## src/rtl/uart_pkg.sv

```systemverilog
// rtl/uart_pkg.sv - shared types and limits for the UART transmitter
package uart_pkg;

    typedef enum logic [2:0] {
        ST_IDLE,
        ST_START,
        ST_DATA,
        ST_PARITY,
        ST_STOP
    } tx_state_t;

    typedef enum logic [1:0] {
        PAR_NONE = 2'b00,
        PAR_EVEN = 2'b01,
        PAR_ODD  = 2'b10
    } par_mode_t;

    localparam int MIN_DIV   = 2;
    localparam int MIN_NBITS = 5;

endpackage

```

## src/rtl/uart_sync_fifo.sv

```systemverilog
// rtl/uart_sync_fifo.sv - synchronous FIFO, registered count, no fall-through
module uart_sync_fifo #(
    parameter int WIDTH = 8,
    parameter int DEPTH = 8,
    localparam int CNT_W = $clog2(DEPTH + 1),
    localparam int AW    = $clog2(DEPTH)
) (
    input  logic             clk,
    input  logic             rst_n,
    input  logic             i_push,
    input  logic [WIDTH-1:0] i_wdata,
    input  logic             i_pop,
    output logic [WIDTH-1:0] o_rdata,
    output logic             o_full,
    output logic             o_empty,
    output logic [CNT_W-1:0] o_count
);

    logic [WIDTH-1:0] r_mem [DEPTH];
    logic [AW-1:0]    r_wr_ptr;
    logic [AW-1:0]    r_rd_ptr;
    logic [CNT_W-1:0] r_count;
    logic             w_push;
    logic             w_pop;

    // Flags come only from the registered count, so a full FIFO refuses a push even while popping.
    assign o_full  = (r_count == CNT_W'(DEPTH));
    assign o_empty = (r_count == '0);
    assign o_count = r_count;
    assign o_rdata = r_mem[r_rd_ptr];
    assign w_push  = i_push && !o_full;
    assign w_pop   = i_pop && !o_empty;

    always_ff @(posedge clk) begin
        if (w_push) begin
            r_mem[r_wr_ptr] <= i_wdata;
        end
    end

    always_ff @(posedge clk or negedge rst_n) begin
        if (!rst_n) begin
            r_wr_ptr <= '0;
            r_rd_ptr <= '0;
            r_count  <= '0;
        end else begin
            if (w_push) begin
                r_wr_ptr <= r_wr_ptr + AW'(1);
            end
            if (w_pop) begin
                r_rd_ptr <= r_rd_ptr + AW'(1);
            end
            case ({w_push, w_pop})
                2'b10:   r_count <= r_count + CNT_W'(1);
                2'b01:   r_count <= r_count - CNT_W'(1);
                default: r_count <= r_count;
            endcase
        end
    end

endmodule

```

## src/rtl/uart_tx_fifo.sv

```systemverilog
// rtl/uart_tx_fifo.sv - FIFO-fed UART transmitter with runtime frame format
module uart_tx_fifo import uart_pkg::*; #(
    parameter int DATA_W     = 8,
    parameter int FIFO_DEPTH = 8,
    parameter int DIV_W      = 16
) (
    input  logic                            clk,
    input  logic                            rst_n,
    input  logic                            tx_en,
    input  logic [DIV_W-1:0]                cfg_div,
    input  logic [3:0]                      cfg_nbits,
    input  logic [1:0]                      cfg_parity,
    input  logic                            cfg_two_stop,
    input  logic                            s_valid,
    input  logic [DATA_W-1:0]               s_data,
    output logic                            s_ready,
    output logic                            tx_out,
    output logic                            busy,
    output logic [$clog2(FIFO_DEPTH+1)-1:0] fifo_count
);

    tx_state_t         r_state, w_state;
    logic [DATA_W-1:0] r_shift, w_shift;
    logic [DIV_W-1:0]  r_div, w_div;
    logic [DIV_W-1:0]  r_baud, w_baud;
    logic [3:0]        r_nbits, w_nbits;
    logic [3:0]        r_bit, w_bit;
    par_mode_t         r_par, w_par;
    logic              r_par_bit, w_par_bit;
    logic              r_two_stop, w_two_stop;
    logic              r_tx, w_tx;
    logic              r_busy, w_busy;

    logic              w_pop;
    logic              w_full;
    logic              w_empty;
    logic [DATA_W-1:0] w_head;
    logic              w_tick;
    logic              w_start_ok;
    logic              w_load;
    logic [DIV_W-1:0]  w_cfg_div;
    logic [3:0]        w_cfg_nbits;
    par_mode_t         w_cfg_par;
    logic              w_cfg_par_bit;

    uart_sync_fifo #(
        .WIDTH (DATA_W),
        .DEPTH (FIFO_DEPTH)
    ) u_fifo (
        .clk     (clk),
        .rst_n   (rst_n),
        .i_push  (s_valid),
        .i_wdata (s_data),
        .i_pop   (w_pop),
        .o_rdata (w_head),
        .o_full  (w_full),
        .o_empty (w_empty),
        .o_count (fifo_count)
    );

    assign s_ready    = !w_full;
    assign tx_out     = r_tx;
    assign busy       = r_busy;
    assign w_tick     = (r_baud == r_div - DIV_W'(1));
    assign w_start_ok = tx_en && !w_empty;

    // Frame format as it would be latched if a frame started this cycle.
    always_comb begin
        w_cfg_div   = (cfg_div < DIV_W'(MIN_DIV)) ? DIV_W'(MIN_DIV) : cfg_div;
        w_cfg_nbits = (cfg_nbits < 4'(MIN_NBITS) || cfg_nbits > 4'(DATA_W)) ? 4'(DATA_W) : cfg_nbits;
        case (cfg_parity)
            2'b01:   w_cfg_par = PAR_EVEN;
            2'b10:   w_cfg_par = PAR_ODD;
            default: w_cfg_par = PAR_NONE;
        endcase
        w_cfg_par_bit = (w_cfg_par == PAR_ODD);
        for (int i = 0; i < DATA_W; i++) begin
            if (4'(i) < w_cfg_nbits) begin
                w_cfg_par_bit = w_cfg_par_bit ^ w_head[i];
            end
        end
    end

    always_comb begin
        w_state    = r_state;
        w_shift    = r_shift;
        w_div      = r_div;
        w_baud     = r_baud;
        w_nbits    = r_nbits;
        w_bit      = r_bit;
        w_par      = r_par;
        w_par_bit  = r_par_bit;
        w_two_stop = r_two_stop;
        w_tx       = r_tx;
        w_busy     = r_busy;
        w_pop      = 1'b0;
        w_load     = 1'b0;

        case (r_state)
            ST_IDLE: begin
                w_tx   = 1'b1;
                w_busy = 1'b0;
                w_load = w_start_ok;
            end
            default: begin
                if (!w_tick) begin
                    w_baud = r_baud + DIV_W'(1);
                end else begin
                    w_baud = '0;
                    case (r_state)
                        ST_START: begin
                            w_state = ST_DATA;
                            w_bit   = '0;
                            w_tx    = r_shift[0];
                        end
                        ST_DATA: begin
                            w_shift = r_shift >> 1;
                            if (r_bit == r_nbits - 4'd1) begin
                                w_bit = '0;
                                if (r_par != PAR_NONE) begin
                                    w_state = ST_PARITY;
                                    w_tx    = r_par_bit;
                                end else begin
                                    w_state = ST_STOP;
                                    w_tx    = 1'b1;
                                end
                            end else begin
                                w_bit = r_bit + 4'd1;
                                w_tx  = r_shift[1];
                            end
                        end
                        ST_PARITY: begin
                            w_state = ST_STOP;
                            w_bit   = '0;
                            w_tx    = 1'b1;
                        end
                        default: begin
                            if (r_bit == {3'b000, r_two_stop}) begin
                                w_load = w_start_ok;
                                if (!w_start_ok) begin
                                    w_state = ST_IDLE;
                                    w_busy  = 1'b0;
                                    w_tx    = 1'b1;
                                end
                            end else begin
                                w_bit = r_bit + 4'd1;
                            end
                        end
                    endcase
                end
            end
        endcase

        // Shared frame start from IDLE or straight out of the last stop bit.
        if (w_load) begin
            w_pop      = 1'b1;
            w_state    = ST_START;
            w_shift    = w_head;
            w_div      = w_cfg_div;
            w_nbits    = w_cfg_nbits;
            w_par      = w_cfg_par;
            w_par_bit  = w_cfg_par_bit;
            w_two_stop = cfg_two_stop;
            w_baud     = '0;
            w_bit      = '0;
            w_tx       = 1'b0;
            w_busy     = 1'b1;
        end
    end

    always_ff @(posedge clk or negedge rst_n) begin
        if (!rst_n) begin
            r_state    <= ST_IDLE;
            r_shift    <= '0;
            r_div      <= DIV_W'(MIN_DIV);
            r_baud     <= '0;
            r_nbits    <= 4'(DATA_W);
            r_bit      <= '0;
            r_par      <= PAR_NONE;
            r_par_bit  <= 1'b0;
            r_two_stop <= 1'b0;
            r_tx       <= 1'b1;
            r_busy     <= 1'b0;
        end else begin
            r_state    <= w_state;
            r_shift    <= w_shift;
            r_div      <= w_div;
            r_baud     <= w_baud;
            r_nbits    <= w_nbits;
            r_bit      <= w_bit;
            r_par      <= w_par;
            r_par_bit  <= w_par_bit;
            r_two_stop <= w_two_stop;
            r_tx       <= w_tx;
            r_busy     <= w_busy;
        end
    end

endmodule
```

## config.mk

```make
export PLATFORM = sky130hd
export DESIGN_NAME = uart_tx_fifo
export DESIGN_NICKNAME = d
export VERILOG_FILES = /design/src/rtl/uart_pkg.sv /design/src/rtl/uart_sync_fifo.sv /design/src/rtl/uart_tx_fifo.sv
export SDC_FILE = /design/constraint.sdc
export NUM_CORES = 1
export LEC_CHECK = 0
export ABC_AREA = 1
export CORE_MARGIN = 4
export CORE_UTILIZATION = 23
export DETAILED_ROUTE_END_ITERATION = 8
export GPL_ROUTABILITY_DRIVEN = 0
export GPL_TIMING_DRIVEN = 0
export SYNTH_ARGS = -nofsm -noshare
export SYNTH_HDL_FRONTEND = slang
export SYNTH_SLANG_ARGS = --single-unit
```

## constraint.sdc

```tcl
create_clock -name clk -period 6.5 [get_ports clk]
set_input_delay 0.975 -clock clk [delete_from_list [all_inputs] [get_ports clk]]
set_output_delay 0.975 -clock clk [all_outputs]
set_load 0.02 [all_outputs]
```

==> run metrics, run 1 <==
Pre-antenna DRT Iters=4; Skew-Pair Late Insertion Delay=around 0.42 ns; number of synthesized register bits=131; post-synthesis sequential area ratio=0.528; outcome=finished clean; fraction of layout cells with a size suffix above 1=0.0961; slowest CP cell=dfrtp_1; DRT Wirelength=16,200 microns; cts repair resizes=0; first-pass GRT wire length=26,800 microns; Post-Synth Adder-Cell Area=0.0165; Max-cap violations=0; startpoint class of the critical path=register; crit-path cells=inv_2 -> ha_1 -> nand2_1 -> nor2_1 -> nand3_1 -> nor2_1 -> nand2_1 -> nand2_1 -> nand2_1 -> nor2_1 -> nand4_2 -> a21oi_2 -> buf_6 -> buf_4 -> ha_1 -> xor2_1 -> ha_1 -> a21oi_1 -> a21oi_1 -> o21ai_0 -> o21a_1; Die W=between 150 and 200 microns; Worst Slack Setup Final=~2.9 ns; antenna violations before repair=0; wire length per cell=approximately 13 microns; WHS=around 0.46 ns; antenna viol nets, final=0; largest family of logic cells by synthesized area=simple AND/OR/NAND/NOR gates; DP Wirelength=around 12,000 microns; total core area=between 20,000 and 30,000 sq um; FMAX=about 0.28 GHz; Synth Instances=about 800; Core Util, Final=0.287; CTS sink count=~130; XOR/XNOR Fraction of Synth Area=0.0526; starting density of the core=0.235; # nets final=roughly 910; Synth Area in Simple Gates=0.257; DRC violations left=0; vias=5,402; Fin. Hold Viols=0; Peak VDD IR=about 0.22 mV; LEAKAGE=3.44 nW; pwr dens=roughly 500 nW/um^2; TritonCTS Buffers=17; CP Capture Type=register; via/cell ratio=~4.3; Post-CTS Hold Fix Bufs=0; min cycle time layout=around 3.6 ns; Ant. Diodes=0; pre-CTS setup slack=between 2 and 2.5 ns; # fillers=approximately 3.1k; WHS Path Cells=2; IO buf count=41; CTS clk-pin slew, worst paths=approximately 0.060 ns; WP data required=between 6 and 7 ns; CTS HTree Levels=4; GRT Total Usage=0.101; Cell Area, Synth=roughly 6800 sq um; worst slew pin tran=around 0.97 ns; Max Root-Sink Buffers=2; largest net degree at the start of global routing=between 60 and 70; Setup CP Type=reg2reg; Hold Crit Class=reg2reg; worst path arrival time=approximately 3.9 ns; Syn-to-layout area delta=21.9%; Root Buffer=clkbuf_16; I/O Pins=42; compound-gate portion of the synthesized area=0.0878; CP dominant cell by count=nand2_1; row cnt=62; Setup Total Neg Slack=0 ns; GRT overflow=0; synth unique cells=41; post-synthesis mux area share=0; critical path peak fanout=11; drt first-iter violations=roughly 320; Slew HR=0.350; RSZ-0062 raised after global routing=false; setup bufs post-CTS=0; max-slew violation count=0; Worst R2R Path Depth=21; die area=32,500 sq um; Die H=between 150 and 200 microns; Avg Inst Size Synth=8.52 sq um; CTS tree=yes; final worst-path cycle share=0.549; final setup violation count=0; net count of the mapped netlist=between 800 and 900; clk_skew=between 0.007 and 0.008 ns; YS warnings=0; slowest stage delay, CP=0.38 ns; vias in the first global route=roughly 5.3k
[Yosys cell counts (all sizes together)]
master / number / area (sq um)
nand2: 214 / 811
nor2: 109 / 427
o21ai: 78 / 398
inv: 69 / 259
dfrtp: 64 / 1600
edfxtp: 64 / 1920
nand3: 48 / 255
nor3: 25 / 125
xor2: 25 / 219
a21oi: 16 / 83.8
xnor2: 16 / 140
buf: 13 / 93.8
clkbuf: 10 / 37.5
ha: 9 / 113
o22ai: 9 / 56.3
nand4: 8 / 56.3
dfstp: 3 / 78.8
nand3b: 3 / 22.5
nor4: 3 / 18.8
and2: 2 / 12.5
clkinv: 2 / 7.51
o211ai: 2 / 15.0
o31ai: 2 / 15.0
or2: 2 / 12.5
a31oi: 1 / 12.5
and3: 1 / 6.26
nor3b: 1 / 7.51
o21a: 1 / 7.51
o21bai: 1 / 11.3
[final timing paths]
| kind | startpoint | end | slack (ns) |
|---|---|---|---|
| hold reg to reg | tx_out | tx_out | 0.46 |
| setup / recovery | r_div[0] | u_fifo.o_count[2] | 2.93 |
| min in group asynchronous | rst_n | r_div[2] | 0.68 |
| setup reg to reg | r_div[0] | u_fifo.o_count[2] | 2.93 |
| hold / removal | tx_out | tx_out | 0.46 |
| max in group asynchronous | rst_n | r_par_bit | 5.26 |
[critical path: cells and delay by family, from the launching register on]
kind / cells / cell delay (ns)
compound gates: 5 / 0.59
xor+xnor: 1 / 0.22
fa+ha+maj: 3 / 0.66
buf+inv: 3 / 0.50
flops: 1 / 0.38
simple gates: 9 / 1.11
[where the power goes]
| group | total, mW | internal [mW] | switching (mW) |
|---|---|---|---|
| logic | 1.87 | 0.684 | 1.19 |
| registers | 1.28 | 1.11 | 0.171 |
| clock network | 0.986 | 0.585 | 0.401 |
[registers in the layout, indices dropped and copies added, names as in the netlist, 2 cells and up]
name / cells
r_shift: 8
r_par: 2
u_fifo.r_wr_ptr: 3
r_state: 3
u_fifo.r_rd_ptr: 3
r_nbits: 4
u_fifo.r_mem: 64
r_div: 16
r_baud: 16
r_bit: 4
u_fifo.o_count: 4
[metrics by stage]
stage	cell area [sq um]	instances	total power, mW
2_1_floorplan	6830	801	2.67
6_report	8320	1258	4.14
4_1_cts	8320	1258	4.19
3_3_place_gp	7720	1226	3.15
3_5_place_dp	7710	1226	3.19
5_1_grt	8320	1258	4.52
[logic make-up (layout without fill, tap and decap cells)]
group | after synthesis | after routing
flops | 131 | 131
buf+inv | 94 | 167
fa+ha+maj | 9 | 9
xor+xnor | 41 | 41
simple gates | 416 | 416
compound gates | 110 | 110
[per-layer routing]
layer | GRT usage | wire [microns]
met5 | 0 | 0
met4 | 0.0302 | 205
met3 | 0.0200 | 543
met2 | 0.171 | 7840
met1 | 0.131 | 7620
[layout by cell type (no fill, tap or decap), types with 3 or more instances in the layout]
cell             count
nor4_1               3
xnor2_1             16
a21oi_1             15
inv_2               15
ha_1                 9
dfrtp_1             64
o21ai_0             64
o21ai_1             12
nand3b_1             3
nand3_2              3
clkdlybuf4s50_1     40
clkbuf_16           17
inv_1               54
clkbuf_1            10
inv_6                4
nand4_1              7
nand2_1            211
inv_8                6
buf_4                4
nand3_1             45
nor2_2               7
nor3_1              25
xor2_1              25
o22ai_1              9
nor2_1             102
nand2_2              3
edfxtp_1            64
buf_2                6
dfstp_2              3
[final cells by class]
cell class | count | area [sq um] | share of cell area
multi-input cells | 576 | 2830 | 0.339
clock buffers | 17 | 425 | 0.0511
repair buffers | 41 | 408 | 0.0490
inverters | 71 | 267 | 0.0320
plain buffers | 23 | 131 | 0.0158
clock inverters | 15 | 184 | 0.0221
well taps | 384 | 480 | 0.0577
flip-flops and latches | 131 | 3600 | 0.433
No activity file was read; power rests on OpenSTA's default activity.
==> inputs of run 2 (changes only) <==
Clock period 6.5 ns to 3.25 ns, I/O delays scaled along.
==> run 2 against run 1 <==
Final cell count up 0.40%. Final area is 1.5% higher. Power is 100% higher. Largest cell class unchanged. Critical endpoint unchanged. Global-route usage increased by 0.11 points. Largest power group unchanged. Maximum frequency grew 21%. Critical path type unchanged.
==> run metrics, run 2 (synthesized netlist as in run 1, its figures left out) <==
outcome=finished clean; WHS=0.186 ns (-0.275 ns); pwr dens=1000 nW/um^2 (+100%); Worst R2R Path Depth=18 (-14%); DRC violations left=0 (unchanged); area of the multi-input gates=2910 sq um (+2.9%); final worst-path cycle share=0.910 (+0.361); reg2reg end=u_fifo.o_count[2]; Die W=180 microns (unchanged); number of flip-flops in the largest register=64 (unchanged); first-pass GRT wire length=27,000 microns (+0.96%); # fillers=3,107 (-0.29%); Pre-antenna DRT Iters=5 (+1); Worst R2R Setup Slack=0.29 ns (-2.64 ns); final setup violation count=0 (unchanged); largest net degree at the start of global routing=68 (unchanged); RSZ-0062 raised after global routing=false; starting density of the core=0.235 (unchanged); fraction of layout cells with a size suffix above 1=0.113 (+0.0165); Root Buffer=clkbuf_16; CTS sink count=131 (unchanged); via/cell ratio=4.29 (about the same); Hold Crit Class=in2async; worst slew pin tran=0.976 ns (+0.00369 ns); most frequent cells in the layout=211 x nand2_1, 97 x nor2_1, 64 x o21ai_0, 64 x dfrtp_1, 64 x edfxtp_1; Worst Setup EP=u_fifo.o_count[2]; Die H=180 microns (unchanged); Skew-Pair Late Insertion Delay=0.42 ns (about the same); Reg with most FFs=u_fifo.r_mem; DRT Wirelength=16,400 microns (+1.3%); total core area=29,000 sq um (unchanged); Regs by FF count=u_fifo.r_mem: 64 flops, r_baud: 16 flops, r_div: 16 flops; max-slew violation count=0 (unchanged); fin area=8440 sq um (+1.5%); clk_skew=0.00768 ns (+0.000185 ns); antenna viol nets, final=0 (unchanged); Worst Slack Setup Final=0.294 ns (-2.64 ns); GRT Total Usage=0.102 (+0.00111); Syn-to-layout area delta=23.7%; Peak VDD IR=0.448 mV (+100%); LEAKAGE=3.47 nW (+0.89%); vias in the first global route=5,325 (+0.53%); CTS HTree Levels=4 (unchanged); Max Root-Sink Buffers=2 (unchanged); origin of the critical flop-to-flop path=r_div[1]; Setup CP Type=reg2reg; row cnt=62 (unchanged); min cycle time layout=2.96 ns (-0.611 ns); Slew HR=0.347 (-0.00247); origin of the worst setup path=r_div[1]; DP Wirelength=11,900 microns (unchanged); worst path arrival time=3.26 ns (-0.61 ns); dpl cell area=7710 sq um (unchanged); drt first-iter violations=325 (+2.2%); GRT overflow=0 (unchanged); vias=5,422 (+0.37%); I/O Pins=42 (unchanged); Fin. Hold Viols=0 (unchanged); critical path peak fanout=5 (-6); CTS tree=yes; antenna violations before repair=0 (unchanged); startpoint class of the critical path=register; commonest non-fill, non-tap cell in the layout=nand2_1; WP data required=3.56 ns (-3.24 ns); die area=32,500 sq um (unchanged); FMAX=0.338 GHz (+21%); Ant. Diodes=0 (unchanged); FF+latch area=3600 sq um (unchanged); # nets final=910 (+0.55%); TritonCTS Buffers=17 (unchanged); IO buf count=41 (unchanged); CP Capture Type=register; Max-cap violations=0 (unchanged); pre-CTS setup slack=-0.297 ns (-2.78 ns); Post-CTS Hold Fix Bufs=0 (unchanged); CTS clk-pin slew, worst paths=0.06 ns (about the same); wire length per cell=13.0 microns (+0.88%)
## run 2: changes by cell type in the layout (fill, tap and decap cells not counted), moves of 2 or more
| cell | previous run | this run |
|---|---|---|
| ha_4 | 0 | 2 |
| buf_4 | 4 | 8 |
| nor2_2 | 7 | 11 |
| nor2_1 | 102 | 97 |
| ha_1 | 9 | 7 |
## run 2: final cells by class
type | instances | area share
well taps | 384 | 0.0569
inverters | 71 | 0.0316
clock inverters | 15 | 0.0218
plain buffers | 22 | 0.0151
flip-flops and latches | 131 | 0.427
multi-input cells | 576 | 0.344
clock buffers | 17 | 0.0504
repair buffers | 47 | 0.0533
## run 2: worst max-delay path: stages, from the launching register on
cell	delay [ns]
dfstp_2	0.55
inv_1	0.07
ha_4	0.21
xnor2_1	0.13
a21oi_2	0.13
nand2_1	0.06
nor2_1	0.10
nand3_1	0.09
nor2_2	0.14
nand4_4	0.17
a21oi_4	0.18
buf_8	0.14
ha_4	0.16
xor2_2	0.15
ha_1	0.16
a21oi_1	0.05
a21oi_1	0.13
o21ai_0	0.09
o21a_1	0.11
## run 2: power breakdown
group / switching [mW] / leakage, nW / internal [mW]
Clock: 0.804 / 0.300 / 1.17
Combinational: 2.45 / 1.75 / 1.46
Sequential: 0.347 / 1.43 / 2.23
## run 2: metal layers
metal  routed length (microns)  track usage  part of all wire
met3                       536       0.0200             0.033
met5                         0            0                 0
met4                       222       0.0302             0.014
met1                      7630        0.131              0.46
met2                      8030        0.174              0.49
## run 2: repair_timing
item / 4_1_cts / 5_1_grt
setup endpoints to repair: 3 / 2
buffers inserted: 1 / 4
cloned: 1 / 0
pin swaps: 2 / 2
resized for setup: 7 / 10
## run 2: worst min-delay path by stage
stage,from,endpoint,slack (ns),cells past startpoint
2_1_floorplan,rst_n,busy,0.19,0
3_3_place_gp,tx_out,tx_out,0.46,2
3_5_place_dp,tx_out,tx_out,0.45,2
4_1_cts,rst_n,r_div[2],0.22,1
5_1_grt,rst_n,r_div[2],0.27,1
6_report,rst_n,r_div[2],0.19,1
## run 2: metrics by stage
step	cells	TNS (ns)	util	power [mW]
3_3_place_gp	1226	-45.96	0.266	6.30
3_5_place_dp	1226	-0.676	0.266	6.37
4_1_cts	1259	0	0.289	8.44
2_1_floorplan	801	0	-	5.34
6_report	1263	0	0.291	8.46
5_1_grt	1263	0	0.291	9.20
==> inputs of run 3 (changes only) <==
Settings changed: SETUP_SLACK_MARGIN from default to 0.02.
==> results of run 3 <==
No change in the layout: final DEF, timing and power equal those of run 2.
